## src/rtl/ha_array_accum_8x8.sv

```systemverilog
// Serial accumulator for a 4-row half-adder array: one row is folded into a
// 17-bit accumulator per cycle, so a product is ready 4 cycles after acceptance.
module ha_array_accum_8x8 #(
  parameter int OUT_W = 17
) (
  input  logic             clk,
  input  logic             rst,
  input  logic             in_valid,
  output logic             in_ready,
  input  logic [6:0]       ha_array_0_b,
  input  logic [6:0]       ha_array_1_b,
  input  logic [6:0]       ha_array_2_b,
  input  logic [6:0]       ha_array_3_b,
  input  logic [8:0]       ha_array_0_t,
  input  logic [8:0]       ha_array_1_t,
  input  logic [8:0]       ha_array_2_t,
  input  logic [8:0]       ha_array_3_t,
  output logic             out_valid,
  input  logic             out_ready,
  output logic [OUT_W-1:0] product,
  output logic [1:0]       dbg_state_o
);

  if (OUT_W < 17) begin : g_out_w_check
    $error("ha_array_accum_8x8: OUT_W must be >= 17");
  end

  typedef enum logic [1:0] {
    IDLE = 2'd0,
    ACC  = 2'd1,
    DONE = 2'd2
  } state_t;

  state_t           state_q, state_d;
  logic [1:0]       cnt_q, cnt_d;
  logic [16:0]      acc_q, acc_d;
  logic [3:0][6:0]  b_q, b_d;
  logic [3:0][8:0]  t_q, t_d;

  logic [3:0][6:0]  in_b;
  logic [3:0][8:0]  in_t;
  logic [6:0]       row_b;
  logic [8:0]       row_t;
  logic [9:0]       row_val;
  logic [16:0]      row_term;
  logic             accept;

  assign in_b = {ha_array_3_b, ha_array_2_b, ha_array_1_b, ha_array_0_b};
  assign in_t = {ha_array_3_t, ha_array_2_t, ha_array_1_t, ha_array_0_t};

  // Row value R = t + b[5:0]*4 + b[6]*256, weighted by 4^cnt.
  always_comb begin
    row_b    = b_q[cnt_q];
    row_t    = t_q[cnt_q];
    row_val  = {1'b0, row_t} + {2'b00, row_b[5:0], 2'b00} + {1'b0, row_b[6], 8'h00};
    row_term = {7'd0, row_val} << {cnt_q, 1'b0};
  end

  always_ff @(posedge clk) begin
    if (rst) begin
      state_q <= IDLE;
      cnt_q   <= '0;
      acc_q   <= '0;
      b_q     <= '0;
      t_q     <= '0;
    end else begin
      state_q <= state_d;
      cnt_q   <= cnt_d;
      acc_q   <= acc_d;
      b_q     <= b_d;
      t_q     <= t_d;
    end
  end

  // Handshakes: a transfer happens on a rising edge where valid & ready are both
  // high; out_valid/product stay put until that edge, and in DONE a new operand
  // set may be taken on the very edge the result is consumed.
  always_comb begin
    state_d   = state_q;
    cnt_d     = cnt_q;
    acc_d     = acc_q;
    b_d       = b_q;
    t_d       = t_q;
    out_valid = (state_q == DONE);
    in_ready  = (state_q == IDLE) | ((state_q == DONE) & out_ready);
    accept    = in_valid & in_ready;

    if (accept) begin
      state_d = ACC;
      cnt_d   = '0;
      acc_d   = '0;
      b_d     = in_b;
      t_d     = in_t;
    end else begin
      case (state_q)
        IDLE: ;
        ACC: begin
          acc_d = acc_q + row_term;
          cnt_d = cnt_q + 2'd1;
          if (cnt_q == 2'd3) state_d = DONE;
        end
        DONE: if (out_ready) state_d = IDLE;
        default: state_d = IDLE;
      endcase
    end
  end

  always_comb begin
    product       = '0;
    product[16:0] = acc_q;
  end

  assign dbg_state_o = state_q;

endmodule

```

## config.mk

```make
export PLATFORM = sky130hd
export DESIGN_NAME = ha_array_accum_8x8
export DESIGN_NICKNAME = d
export VERILOG_FILES = /design/src/rtl/ha_array_accum_8x8.sv
export SDC_FILE = /design/constraint.sdc
export NUM_CORES = 1
export LEC_CHECK = 0
export ABC_AREA = 1
export ABC_CLOCK_PERIOD_IN_PS = 3540
export CAP_MARGIN = 10
export CORE_UTILIZATION = 48
export CTS_CLUSTER_SIZE = 20
export DETAILED_ROUTE_END_ITERATION = 16
export PLACE_DENSITY_LB_ADDON = 0.25
export SLEW_MARGIN = 10
export SYNTH_ARGS = -nofsm -noshare
export SYNTH_HDL_FRONTEND = slang
export SYNTH_SLANG_ARGS = --single-unit
export TNS_END_PERCENT = 10
```

## constraint.sdc

```tcl
create_clock -name clk -period 3.54 [get_ports clk]
set_clock_uncertainty 0.15 [all_clocks]
set_input_delay 0.708 -clock clk [delete_from_list [all_inputs] [get_ports clk]]
set_output_delay 0.708 -clock clk [all_outputs]
set_load 0.02 [all_outputs]
```

==> out/summary.md <==
The clock network latency to the later pin of the worst-skew pair came out at 0.36 ns. The core region is 10300 µm². The run gives 7040 µm as the length of routed met2 wiring. The highest metal layer carrying signal wires in the routed design is met4. The final count of pins violating max slew was 0; the overflow left after global routing was 0. The fraction of the cycle the final worst path needs was 0.976. The final net count was 973. Number of nets with antenna violations after detailed routing: 0. After synthesis the netlist holds a flip-flop and latch count of 85.

In this run the static leakage power is 2.95 nW. In the routed layout, each cell is associated on average with a via count of 5.36. The largest total area in the synthesized netlist belongs to sky130_fd_sc_hd__dfxtp_1. The number of maximum-capacitance constraint violations is 0, and the boundary pin count is 89.

STA classifies the critical path endpoint as a flop. The worst setup path is launched from a flop. Based on the critical path, the design can be clocked at up to 289 MHz. The routed layout has 5462 vias. For this run, the number of Yosys warnings is 0. After clock tree synthesis, the clock-pin slew on the worst setup and hold paths is 0.09 ns.

Entering global routing, the biggest net connects 62 pins. Clock tree synthesis selected as its root buffer the cell sky130_fd_sc_hd__clkbuf_8. The proportion of layout cells with a drive suffix above 1 is 0.118.

After clock tree synthesis, the flow added hold-fix buffers numbering 0. The final critical delay including setup and external delays was 3.46 ns; the post-synth design cell area was 5060 µm². Compared with the post-synthesis result, the final layout area differs by 30.9%.

Maximum resistive drop on vdd: 0.226 mV. For the worst setup path, the data arrival time is 3.58 ns. The logs give 3 for the number of H-tree levels and 85 for the CTS sink count.

The post-synthesis cell count came out at 795. The HPWL after detailed placement is 9870 µm. TritonCTS built the clock tree. The starting density of the core was 0.492; the die width was 105 µm. The number of clock buffers added by TritonCTS is 9. Setup repair after global routing could not meet its margin everywhere.

The area share of the largest cell type after synthesis was 0.336; the global-route wire length before repair was 22400 µm. For the die outline area, the log shows 11000 µm². 0 antenna diodes ended up in the layout. The power per unit of standard cell area came out at 392 nW/µm². For the clock tree buffer depth, the log shows 2. The routed design uses 645 µm of met3 wire. The run gives 3.66 ns as the required time reported for the critical path endpoint.

The logs give -0.0522 ns for the worst setup slack before clock tree synthesis and 283 for the violation count after the first detailed-routing iteration. Final hold analysis gives a worst-case slack of 0.317 ns. The quantity of I/O buffers inserted on ports came out at 88.

The design area is 6620 µm², and the slew at the pin closest to its max-slew limit is 0.590 ns. The number of nets in the synthesized netlist is 890. Row generation in the floorplan step produced 37 rows. The flow ran to the end, and the final reports show no timing, DRC or antenna violations. The average instance in the mapped netlist occupies 6.37 µm².

The setup violation total in the final timing report was 0. Of all nets on the critical path, the largest fanout is 8. Ranked by total cell area, the synthesized netlist is headed by sky130_fd_sc_hd__dfxtp_1 (34%), sky130_fd_sc_hd__nand2_1 (15%), sky130_fd_sc_hd__nand3_1 (10%), sky130_fd_sc_hd__a21oi_1 (8.7%), sky130_fd_sc_hd__inv_1 (6.5%). The number of global-route vias before repair is 5091. The run gives 0.336 as the register area share after synthesis.

From bottom edge to top edge, the die measures 105 µm. In the layout the commonest cells are sky130_fd_sc_hd__nand2_1 (194), sky130_fd_sc_hd__nand3_1 (100), sky130_fd_sc_hd__clkdlybuf4s50_1 (86). In this run, distinct cell masters in the synthesized netlist total 25. The most common library cell in the layout ignoring fill and taps is sky130_fd_sc_hd__nand2_1.

The tools report the normalized max-slew margin as 0.607. Summed over all layers, the routed wires come to 14000 µm. The worst hold path belongs to the class flop to flop.

Start-to-end type of the worst setup path: flop to flop. Sum of negative setup slack: 0 ns. The tools report the initial antenna violation count as 0. The number of remaining DRC errors is 0, and the standard cell area after detailed placement is 6060 µm².

The run gives 0 as the count of endpoints failing hold in the final timing report. The logs give 0.248 for the combined global-route utilization of all metal layers and 5 for the first-pass iteration count of the detailed router. Setup slack on the critical path of the routed design comes to 0.0835 ns.

For this block, wires on met1 add up to 5830 µm. The weighted congestion at the end of routability-driven global placement came out at 0.977. Dividing the detail-routed wire length by the instance count gives 13.7 µm.
layout make-up:
type                            count  area (µm²)
Timing Repair Buffer              118        1140
Clock inverter                      3        68.8
Clock buffer                       13         149
Fill cell                         924        3650
Sequential cell                    85        1710
Multi-Input combinational cell    576        3060
Inverter                           88         330
Tap cell                          136         170
per-layer routing:
metal,global-route usage,vias to the layer above
met4,0.108,0
met1,0.297,2476
met3,0.0318,44
met2,0.444,181
met5,0,-
li1,-,2761
cell usage after synthesis:
cell type,count
sky130_fd_sc_hd__buf_4,3
sky130_fd_sc_hd__nand3b_1,1
sky130_fd_sc_hd__nand2_2,2
sky130_fd_sc_hd__dfxtp_1,85
sky130_fd_sc_hd__or2_2,5
sky130_fd_sc_hd__buf_1,1
sky130_fd_sc_hd__o211ai_1,5
sky130_fd_sc_hd__fa_1,2
sky130_fd_sc_hd__a21oi_4,1
sky130_fd_sc_hd__inv_2,1
sky130_fd_sc_hd__o22ai_1,14
sky130_fd_sc_hd__nor2_1,67
sky130_fd_sc_hd__a21o_1,1
sky130_fd_sc_hd__inv_1,87
sky130_fd_sc_hd__xor2_1,2
sky130_fd_sc_hd__xnor2_1,2
sky130_fd_sc_hd__o21ai_0,48
sky130_fd_sc_hd__clkbuf_1,35
sky130_fd_sc_hd__a21oi_1,88
sky130_fd_sc_hd__ha_1,25
sky130_fd_sc_hd__buf_2,7
sky130_fd_sc_hd__nand3_1,103
sky130_fd_sc_hd__nor3_1,4
sky130_fd_sc_hd__nand2_1,203
sky130_fd_sc_hd__nand4_1,3
state kept, by name, indices dropped and copies added (netlist names):
name and cells:
t_q 36, b_q 28, dbg_state_o 2, product 17, cnt_q 2
worst max-delay path, stage by stage, from the launching register on:
cell and delay, ns:
sky130_fd_sc_hd__dfxtp_2 0.38, sky130_fd_sc_hd__inv_2 0.08, sky130_fd_sc_hd__buf_6 0.14, sky130_fd_sc_hd__o21ai_1 0.11
sky130_fd_sc_hd__o22ai_1 0.11, sky130_fd_sc_hd__ha_2 0.21, sky130_fd_sc_hd__fa_2 0.40, sky130_fd_sc_hd__nand3_2 0.10
sky130_fd_sc_hd__a21o_1 0.14, sky130_fd_sc_hd__nand3_1 0.10, sky130_fd_sc_hd__nand3_1 0.09, sky130_fd_sc_hd__o21ai_0 0.11
sky130_fd_sc_hd__ha_1 0.41, sky130_fd_sc_hd__nand2_2 0.09, sky130_fd_sc_hd__inv_1 0.11, sky130_fd_sc_hd__nand2_1 0.10
sky130_fd_sc_hd__nor3_2 0.17, sky130_fd_sc_hd__nand2_1 0.10, sky130_fd_sc_hd__nand3_1 0.09, sky130_fd_sc_hd__nand3_1 0.07
sky130_fd_sc_hd__nand2_1 0.06, sky130_fd_sc_hd__inv_1 0.03
worst paths after layout:
| kind | startpoint | endpoint | slack, ns | depth (start not counted) |
|---|---|---|---|---|
| min reg2reg | t_q[13] | t_q[13] | 0.32 | 2 |
| max reg2reg | cnt_q[0] | product[13] | 0.08 | 21 |
| min | t_q[13] | t_q[13] | 0.32 | 2 |
| max | cnt_q[0] | product[13] | 0.08 | 21 |
power by group:
part	internal, W	switching [W]
registers	0.00101	0.0000413
logic	0.000332	0.000432
clock network	0.000420	0.000356
per-stage QoR:
step / util / power (W) / cells
after floorplan: - / 0.00151 / 795
after global placement: 0.590 / 0.00171 / 992
after detailed placement: 0.590 / 0.00173 / 992
after CTS: 0.612 / 0.00250 / 1008
after global routing: 0.645 / 0.00273 / 1019
final: 0.645 / 0.00260 / 1019
repair_timing:
item / 4_1_cts / 5_1_grt
endpoints found under the setup margin: 6 / 12
resized for setup: 4 / 82
cloned: 0 / 3
pin swaps: 2 / 20
buffers inserted: 0 / 8
cells by family after synthesis:
| group | share of synthesized area |
|---|---|
| and+or+nand+nor | 0.320 |
| AOI/OAI and AO/OA | 0.164 |
| buffers and inverters | 0.103 |
| DFF | 0.336 |
| adders and majority gates | 0.0697 |
| xor gates and xnor gates | 0.00692 |
Power figures use the tool's default switching activity.
